File: src/rtl/mips_trace_pkg.sv
// Shared types for the MIPS retire monitor: record layout, kind/state enums and the classifier.
package mips_trace_pkg;

  localparam logic [31:0] SYSCALL_INSTR = 32'h0000000C;
  localparam logic [31:0] EXIT_CODE     = 32'd10;
  // Sequence field width stored in each FIFO entry; wider monitor counters are truncated.
  localparam int          TRACE_SEQ_W   = 32;

  typedef enum logic [1:0] {
    KIND_R       = 2'd0,
    KIND_I       = 2'd1,
    KIND_ILLEGAL = 2'd2,
    KIND_EXIT    = 2'd3
  } trace_kind_e;

  typedef enum logic [1:0] {
    RUN   = 2'd0,
    DRAIN = 2'd1,
    DONE  = 2'd2
  } mon_state_e;

  typedef struct packed {
    logic [TRACE_SEQ_W-1:0] seq;
    logic [31:0]            pc;
    logic [31:0]            instr;
    trace_kind_e            kind;
    logic [4:0]             dst;
    logic [31:0]            dst_val;
  } trace_rec_t;

  // EXIT beats the decode flags: a syscall is also R-type.
  function automatic trace_kind_e classify(input logic [31:0] instr,
                                           input logic [31:0] v0,
                                           input logic        is_r,
                                           input logic        is_i);
    if (instr == SYSCALL_INSTR && v0 == EXIT_CODE) return KIND_EXIT;
    else if (is_r)                                 return KIND_R;
    else if (is_i)                                 return KIND_I;
    else                                           return KIND_ILLEGAL;
  endfunction

endpackage

File: src/rtl/trace_fifo.sv
// Synchronous FIFO of trace records; a push while full is accepted only if a pop frees the slot.
module trace_fifo
  import mips_trace_pkg::*;
#(
  parameter  int DEPTH = 16,
  localparam int AW    = $clog2(DEPTH),
  localparam int LW    = AW + 1
) (
  input  logic          clk,
  input  logic          reset,
  input  logic          i_push,
  input  trace_rec_t    i_rec,
  input  logic          i_pop,
  output trace_rec_t    o_rec,
  output logic          o_full,
  output logic          o_empty,
  output logic [LW-1:0] o_level
);

  trace_rec_t    r_mem [DEPTH];
  logic [AW-1:0] r_wr_ptr;
  logic [AW-1:0] r_rd_ptr;
  logic [LW-1:0] r_level;
  logic          w_do_push;
  logic          w_do_pop;

  assign o_full    = (r_level == LW'(DEPTH));
  assign o_empty   = (r_level == '0);
  assign w_do_pop  = i_pop && !o_empty;
  assign w_do_push = i_push && (!o_full || w_do_pop);

  always_ff @(posedge clk) begin
    if (reset) begin
      r_wr_ptr <= '0;
      r_rd_ptr <= '0;
      r_level  <= '0;
    end else begin
      if (w_do_push) r_wr_ptr <= r_wr_ptr + 1'b1;
      if (w_do_pop)  r_rd_ptr <= r_rd_ptr + 1'b1;
      case ({w_do_push, w_do_pop})
        2'b10:   r_level <= r_level + 1'b1;
        2'b01:   r_level <= r_level - 1'b1;
        default: r_level <= r_level;
      endcase
    end
  end

  // Storage needs no reset; the level counter decides what is valid.
  always_ff @(posedge clk) begin
    if (w_do_push) r_mem[r_wr_ptr] <= i_rec;
  end

  assign o_rec   = r_mem[r_rd_ptr];
  assign o_level = r_level;

endmodule

File: src/rtl/mips_retire_monitor.sv
// Captures retired-instruction records, classifies them, buffers them and streams them to a checker.
//   state | meaning
//   RUN   | accepting retire records
//   DRAIN | exit/illegal seen; retires ignored, FIFO draining
//   DONE  | FIFO emptied after exit/illegal; held until reset
module mips_retire_monitor
  import mips_trace_pkg::*;
#(
  parameter int DEPTH = 16,
  parameter int SEQ_W = 32
) (
  input  logic                     clk,
  input  logic                     reset,
  input  logic                     ret_valid,
  input  logic [31:0]              ret_pc,
  input  logic [31:0]              ret_instr,
  input  logic                     ret_is_r,
  input  logic                     ret_is_i,
  input  logic                     ret_wr_en,
  input  logic [4:0]               ret_dst,
  input  logic [31:0]              ret_dst_val,
  input  logic [31:0]              ret_v0,
  output logic                     trc_valid,
  input  logic                     trc_ready,
  output logic [SEQ_W-1:0]         trc_seq,
  output logic [31:0]              trc_pc,
  output logic [31:0]              trc_instr,
  output logic [1:0]               trc_kind,
  output logic [4:0]               trc_dst,
  output logic [31:0]              trc_dst_val,
  output logic [$clog2(DEPTH):0]   level,
  output logic                     overflow,
  output logic [15:0]              drop_cnt,
  output logic                     err_illegal,
  output logic                     test_done
);

  mon_state_e       r_state;
  mon_state_e       w_state_nxt;
  logic [SEQ_W-1:0] r_seq;
  logic             r_overflow;
  logic [15:0]      r_drop_cnt;
  logic             r_err_illegal;

  trace_kind_e      w_kind;
  trace_rec_t       w_rec;
  trace_rec_t       w_head;
  logic             w_push_req;
  logic             w_pop;
  logic             w_full;
  logic             w_empty;
  logic             w_drop;

  assign w_kind     = classify(ret_instr, ret_v0, ret_is_r, ret_is_i);
  assign w_push_req = (r_state == RUN) && ret_valid;
  assign w_pop      = trc_valid && trc_ready;
  assign w_drop     = w_push_req && w_full && !w_pop;

  always_comb begin
    w_rec         = '0;
    w_rec.seq     = TRACE_SEQ_W'(r_seq);
    w_rec.pc      = ret_pc;
    w_rec.instr   = ret_instr;
    w_rec.kind    = w_kind;
    w_rec.dst     = ret_wr_en ? ret_dst     : 5'd0;
    w_rec.dst_val = ret_wr_en ? ret_dst_val : 32'd0;
  end

  trace_fifo #(.DEPTH(DEPTH)) u_fifo (
    .clk     (clk),
    .reset   (reset),
    .i_push  (w_push_req),
    .i_rec   (w_rec),
    .i_pop   (w_pop),
    .o_rec   (w_head),
    .o_full  (w_full),
    .o_empty (w_empty),
    .o_level (level)
  );

  always_ff @(posedge clk) begin
    if (reset) r_state <= RUN;
    else       r_state <= w_state_nxt;
  end

  always_comb begin
    w_state_nxt = r_state;
    case (r_state)
      RUN: begin
        if (w_push_req && (w_kind == KIND_EXIT || w_kind == KIND_ILLEGAL))
          w_state_nxt = DRAIN;
      end
      DRAIN: begin
        if (w_empty) w_state_nxt = DONE;
      end
      DONE:    w_state_nxt = DONE;
      default: w_state_nxt = RUN;
    endcase
  end

  // Dropped records still consume a sequence number and still raise the illegal flag.
  always_ff @(posedge clk) begin
    if (reset) begin
      r_seq         <= '0;
      r_overflow    <= 1'b0;
      r_drop_cnt    <= '0;
      r_err_illegal <= 1'b0;
    end else begin
      if (w_push_req) r_seq <= r_seq + 1'b1;
      if (w_drop) begin
        r_overflow <= 1'b1;
        if (r_drop_cnt != 16'hFFFF) r_drop_cnt <= r_drop_cnt + 16'd1;
      end
      if (w_push_req && w_kind == KIND_ILLEGAL) r_err_illegal <= 1'b1;
    end
  end

  assign trc_valid   = !w_empty;
  assign trc_seq     = trc_valid ? SEQ_W'(w_head.seq) : '0;
  assign trc_pc      = trc_valid ? w_head.pc          : 32'd0;
  assign trc_instr   = trc_valid ? w_head.instr       : 32'd0;
  assign trc_kind    = trc_valid ? w_head.kind        : 2'd0;
  assign trc_dst     = trc_valid ? w_head.dst         : 5'd0;
  assign trc_dst_val = trc_valid ? w_head.dst_val     : 32'd0;
  assign overflow    = r_overflow;
  assign drop_cnt    = r_drop_cnt;
  assign err_illegal = r_err_illegal;
  assign test_done   = (r_state == DONE);

endmodule

File: config.mk
export PLATFORM = sky130hd
export DESIGN_NAME = mips_retire_monitor
export DESIGN_NICKNAME = d
export VERILOG_FILES = /design/src/rtl/mips_trace_pkg.sv /design/src/rtl/trace_fifo.sv /design/src/rtl/mips_retire_monitor.sv
export SDC_FILE = /design/constraint.sdc
export NUM_CORES = 2
export LEC_CHECK = 0
export ABC_AREA = 1
export BUFFER_PORTS_ARGS = -buffer_cell sky130_fd_sc_hd__clkbuf_2
export CAP_MARGIN = 20
export CORE_AREA = 2 2 530 479
export CTS_CLUSTER_DIAMETER = 120
export DETAILED_ROUTE_END_ITERATION = 16
export DIE_AREA = 0 0 532 481
export GPL_TIMING_DRIVEN = 0
export PLACE_DENSITY = 0.54
export SLEW_MARGIN = 20
export SYNTH_ARGS = -nofsm -noshare
export SYNTH_HDL_FRONTEND = slang
export SYNTH_SLANG_ARGS = --single-unit
File: constraint.sdc
create_clock -name clk -period 7.97 [get_ports clk]
set_clock_uncertainty 0.15 [all_clocks]
set_input_delay 0 -clock clk [delete_from_list [all_inputs] [get_ports clk]]
set_output_delay 0 -clock clk [all_outputs]
set_load 0.05 [all_outputs]
[After elaboration in Yosys (flattened, before gate mapping)]
Memories as Yosys holds them, arrays and structs flattened. A register that Yosys moved wholly into a read port is not among the register bits.
Cells that the tools add are included.
Storage, ports and cells
  memories kept: 1
  register bits: 65
  output and inout bits: 160
  memory bits (writable): 2160
Cells by class
  add/sub/neg operators: 6
  equal/unequal tests: 12
  multiplexer cells: 19
  reductions and logical operators: 19
Memory list
  u_fifo.r_mem: words 16, bits a word 135, read ports 1, clocked after memory_dff 1, wr ports 1, line trace_fifo.sv:20  | trace_rec_t r_mem [DEPTH];
Operators by type and width (count)
  $mux W32: 5
  $eq A32 B4 Y1 const B: 2
  $add A32 B1 Y32 const B: 1
  $add A16 B1 Y16 const B: 1
  $ne A16 B16 Y1 const B: 1
  $mux W2: 6
  $mux W5: 2
  $pmux W5 S2: 1
  $logic_and A1 B1 Y1: 9
  $add A4 B1 Y4 const B: 2
  $eq A2 B2 Y1 const B: 4
  $mux W4: 2
  $pmux W2 S3: 1
  $add A5 B1 Y5 const B: 1
  $eq A5 B5 Y1 const B: 1
  $logic_not A5 Y1: 1
  $sub A5 B1 Y5 const B: 1
  $eq A2 B1 Y1 const B: 2
  $ne A2 B1 Y1 const B: 2
  $reduce_and A2 Y1: 2
  $logic_not A1 Y1: 3
  $logic_not A2 Y1: 1
  $logic_or A1 B1 Y1: 2
  $mux W1: 2
  $reduce_bool A2 Y1: 1

[Longest topological paths before layout]
  depth in word-level cells: 8
  gate-level depth with buffers: 13
  depth with buffers taken out: 13

[Modules after synthesis]
Synthesis repeated with hierarchy kept, for this count alone.
Unflattened totals
  cell total of the unflattened synthesis: 7220
  area total of the unflattened synthesis: 89494.6 sq um
Modules (own cells, without submodules)
  trace_fifo: area each 85117.9 sq um, times used 1, cells an instance 6393
  mips_retire_monitor: area each 4376.7 sq um, times used 1, cells an instance 827

[Worst setup path after synthesis]
Ideal clock, no wire load.
  path type: reg2reg
  from: register u_fifo.r_level[1], in the netlist u_fifo.o_level[1]
  to: memory u_fifo.r_mem[11][0] (netlist name) (enable)
  setup slack: 24 ps
  data required time: 7189 ps
  cell stages (with the launch flop): 9
  library setup time: 631 ps
  data arrival time: 7165 ps
  cells stage by stage: dfxtp_1 -> inv_1 -> nand3_2 -> nor2_1 -> nor2_1 -> inv_1 -> nor2_1 -> nand2_1 -> nor2_1
On the way
  word-level cells in the longest chain between the ends: 8
  elaborated cells on any way between the ends: 10
  those cells by class: eq/ne: 1; mux: 2; reduce/logical: 7
Ends and longest elaborated chain
  start, declared: line trace_fifo.sv:23  | logic [LW-1:0] r_level;
  start signal, assigned: line trace_fifo.sv:41  | 2'b10: r_level <= r_level + 1'b1;
  start signal, assigned: line trace_fifo.sv:42  | 2'b01: r_level <= r_level - 1'b1;
  start signal, assigned: line trace_fifo.sv:43  | default: r_level <= r_level;
  $logic_not A5 Y1: line trace_fifo.sv:28  | assign o_empty = (r_level == '0);
  $logic_not A1 Y1: line trace_fifo.sv:29, mips_retire_monitor.sv:118
  $logic_and A1 B1 Y1: line mips_retire_monitor.sv:56  | assign w_pop = trc_valid && trc_ready;
  $logic_and A1 B1 Y1: line trace_fifo.sv:29  | assign w_do_pop = i_pop && !o_empty;
  $logic_or A1 B1 Y1 *: line trace_fifo.sv:30  | assign w_do_push = i_push && (!o_full || w_do_pop);
  $logic_and A1 B1 Y1 *: line trace_fifo.sv:30
  $mux W1 *: line trace_fifo.sv:50  | if (w_do_push) r_mem[r_wr_ptr] <= i_rec;
  $mux W1 (not written as such) *: line trace_fifo.sv:50
  end, declared: line trace_fifo.sv:20
Every way passes the cells marked *; elsewhere a longest branch is shown, timed or not.

==> impl_metrics.env <==
export IMPL_outcome="finished, final reports clean"
export IMPL_fraction_of_registers_with_async_set_or_reset_after_synthesis_pct=0
export IMPL_report_power_total_mw=35.85
export IMPL_vdd_ir_drop_max_uv=327.8
export IMPL_row_count=175
export IMPL_most_frequent_cell_after_synthesis="sky130_fd_sc_hd__edfxtp_1"
export IMPL_finalHoldViolCount=0
export IMPL_area_delta_synth_final_pct=20.78
export IMPL_critical_path_max_stage_delay_ps=880
export IMPL_cts_num_sinks=2229
export IMPL_clock_transition_time_at_the_flip_flop_clock_pins_of_the_worst_setup_and_hold_paths_ps=60
export IMPL_slew_headroom_pct=20.06
export IMPL_dr_first_iter_drc_count=8285
export IMPL_ys_top_cells_by_area="sky130_fd_sc_hd__edfxtp_1 74%, sky130_fd_sc_hd__o21ai_0 6.3%, sky130_fd_sc_hd__nor2_1 5.1%"
export IMPL_library_cell_occupying_the_most_area_in_the_post_synthesis_netlist="sky130_fd_sc_hd__edfxtp_1"
export IMPL_chipWidth_um=532
export IMPL_cts_repair_resized=0
export IMPL_clock_root_buffer="sky130_fd_sc_hd__clkbuf_16"
export IMPL_drive_above_1_share_pct=13.43
export IMPL_synth_lib_cells_used_distinct=46
export IMPL_gpl_congestion=0.8170
export IMPL_finalWirelength_um=313600
export IMPL_critical_path_arrival_ps=5030
export IMPL_power_leakage_nw=33.87
export IMPL_worst_pin_slew_ps=1199
export IMPL_crit_path_end_kind="output port"
export IMPL_worst_path_buf_inv=4
export IMPL_dominantRegCellSynth="sky130_fd_sc_hd__edfxtp_1"
export IMPL_max_clock_freq_mhz=192.9
export IMPL_residual_overflow_from_global_routing=0
export IMPL_cp_required_ps=7820
export IMPL_netlist_area_pre_place_um2=87330
export IMPL_placeableCoreArea_um2=251100
export IMPL_cts_inserted_buffers=226
export IMPL_placement_cell_area_um2=96550
export IMPL_first_global_vias=58580
export IMPL_place_detailed_hpwl_um=209000
export IMPL_grt_max_degree=23
export IMPL_grt_pass1_wl_um=438000
export IMPL_timing_final_max_slew_violations=0
export IMPL_fin_crit_sh_pct=65.03
export IMPL_syn_area_per_cell_um2=13.67
export IMPL_final_nets=7382
export IMPL_critPathMostFrequentCell="sky130_fd_sc_hd__clkbuf_1"
export IMPL_synth_seq_area_share_pct=75.85
export IMPL_critPathSlowestCell="sky130_fd_sc_hd__clkbuf_1"
export IMPL_drt_pre_antenna_iters=6
export IMPL_tritoncts_clock_tree="yes"
export IMPL_fp_dieArea_um2=255900
export IMPL_design_area_um2=105500
export IMPL_cp_max_fo=10
export IMPL_cts_root_to_sink_buffers=4
export IMPL_path_cells="buf_2 > clkbuf_1 > clkbuf_1 > o211ai_1 > a21oi_1 > clkbuf_2"
export IMPL_rsz0062_at_grt="false"
export IMPL_grt_total_usage_pct=23.78
export IMPL_io_pin_count=300
export IMPL_filler_cell_count=22970
export IMPL_initial_utilization_pct=34.77
export IMPL_io_buffers=298
export IMPL_clk_insertion_delay_late_ps=870
export IMPL_final_critical_period_ps=5183
export IMPL_antenna_found_initial=25
export IMPL_yosys_register_bits=2229
export IMPL_syn_instance_count=6389
export IMPL_hp_class="in -> reg"
export IMPL_crit_type="reg -> out"
export IMPL_synth_top_cell_area_share_pct=74.27
export IMPL_synth_enable_flop_cells=2160
export IMPL_chipHeight_um=481
export IMPL_maxCapViolations=0
export IMPL_synth_net_count=6544
export IMPL_postRouteAntennaNets=0
export IMPL_vias_per_cell=5.638
export IMPL_drc_errors=0
export IMPL_worst_setup_path_start_kind="flip-flop"
export IMPL_synth_top_cells_by_count="2160 x sky130_fd_sc_hd__edfxtp_1, 1189 x sky130_fd_sc_hd__nor2_1, 1105 x sky130_fd_sc_hd__o21ai_0, 390 x sky130_fd_sc_hd__o221ai_1, 276 x sky130_fd_sc_hd__clkbuf_1"
export IMPL_cellPowerDensity_nw_per_um2=339.9
export IMPL_routed_wire_length_per_instance_um=29.06
export IMPL_cts_max_level=4
export IMPL_setup_viol_count_final=0
export IMPL_yosys_warnings=0
export IMPL_total_number_of_vias=60860
export IMPL_cpLargestDelayFamily="buffers and inverters"
export IMPL_tns_ps=0
-- layout make-up --
type | instances | area (um^2) | share of cell area (%)
clock inverters | 133 | 1306 | 1.238
diodes | 22 | 55.05 | 0.05220
plain buffers | 472 | 2120 | 2.010
inverters | 108 | 412.9 | 0.3915
flip-flops and latches | 2229 | 66240 | 62.80
multi-input cells | 3580 | 18710 | 17.73
clock buffers | 276 | 5886 | 5.580
repair buffers | 610 | 6539 | 6.199
well taps | 3363 | 4208 | 3.989
-- per-stage QoR --
stage	hold slack, ps	setup WS, ps	utilization, %	cells
after floorplan	-51.13	24.18	-	6389
after global placement	255.5	-7926	37.04	10050
after detailed placement	263.8	3877	38.44	10190
after CTS	0.1463	2966	41.98	10770
after global routing	34.22	2935	41.98	10770
final	23.82	2787	42.00	10790
-- path summary, 6_finish.rpt --
check / start / to / slack (ps) / cells after the start
worst max-delay path: flip-flop / trc_seq[12] / 2790 / 6
worst min-delay path: ret_pc[14] / u_fifo.r_mem[14][85] / 20 / 2
worst max register to register: r_state[0] / u_fifo.r_mem[3][52] / 3980 / 14
worst min register to register: u_fifo.r_rd_ptr[2] / flip-flop / 320 / 2
-- repair_timing --
item | CTS | global route
hold endpoints to repair | 1717 | 0
hold buffers | 168 | 0
setup buffers | 0 | 0
-- sequential cells by signal, summed over array words and instances (netlist names), named ones only --
register / count
r_seq: 32
err_illegal: 1
u_fifo.r_rd_ptr: 4
u_fifo.o_level: 5
overflow: 1
drop_cnt: 16
r_state: 2
u_fifo.r_wr_ptr: 4
u_fifo.r_mem: 2160
-- placed cells by master, fill, tap and decap left out, types with 155 or more instances in the layout --
cell type and count:
sky130_fd_sc_hd__edfxtp_1 2160, sky130_fd_sc_hd__nor2_1 1173, sky130_fd_sc_hd__o21ai_0 1104, sky130_fd_sc_hd__o221ai_1 390, sky130_fd_sc_hd__clkbuf_2 346, sky130_fd_sc_hd__clkbuf_1 309
sky130_fd_sc_hd__clkbuf_16 228, sky130_fd_sc_hd__a21oi_1 190, sky130_fd_sc_hd__dlygate4sd3_1 168, sky130_fd_sc_hd__nand2_1 155
-- power by group --
| group | internal (mW) | switching, mW |
|---|---|---|
| registers | 13.3 | 0.132 |
| logic | 2.47 | 9.42 |
| clock network | 6.01 | 4.55 |
| total | 21.8 | 14.1 |
-- cells by family after synthesis --
logic type / share of synthesized area [%]
AOI/OAI and AO/OA: 13.84
adders and majority gates: 0.2235
xor gates and xnor gates: 0.1304
DFF: 75.85
and+or+nand+nor: 7.073
buffers and inverters: 2.878
-- per-layer routing --
layer  global-route usage [%]  part of all wire [%]
met5                        0                 0.023
met2                    36.84                    45
met4                    8.288                   3.4
met1                    32.58                    41
met3                    5.849                    10
No activity file was read; power rests on OpenSTA's default activity.
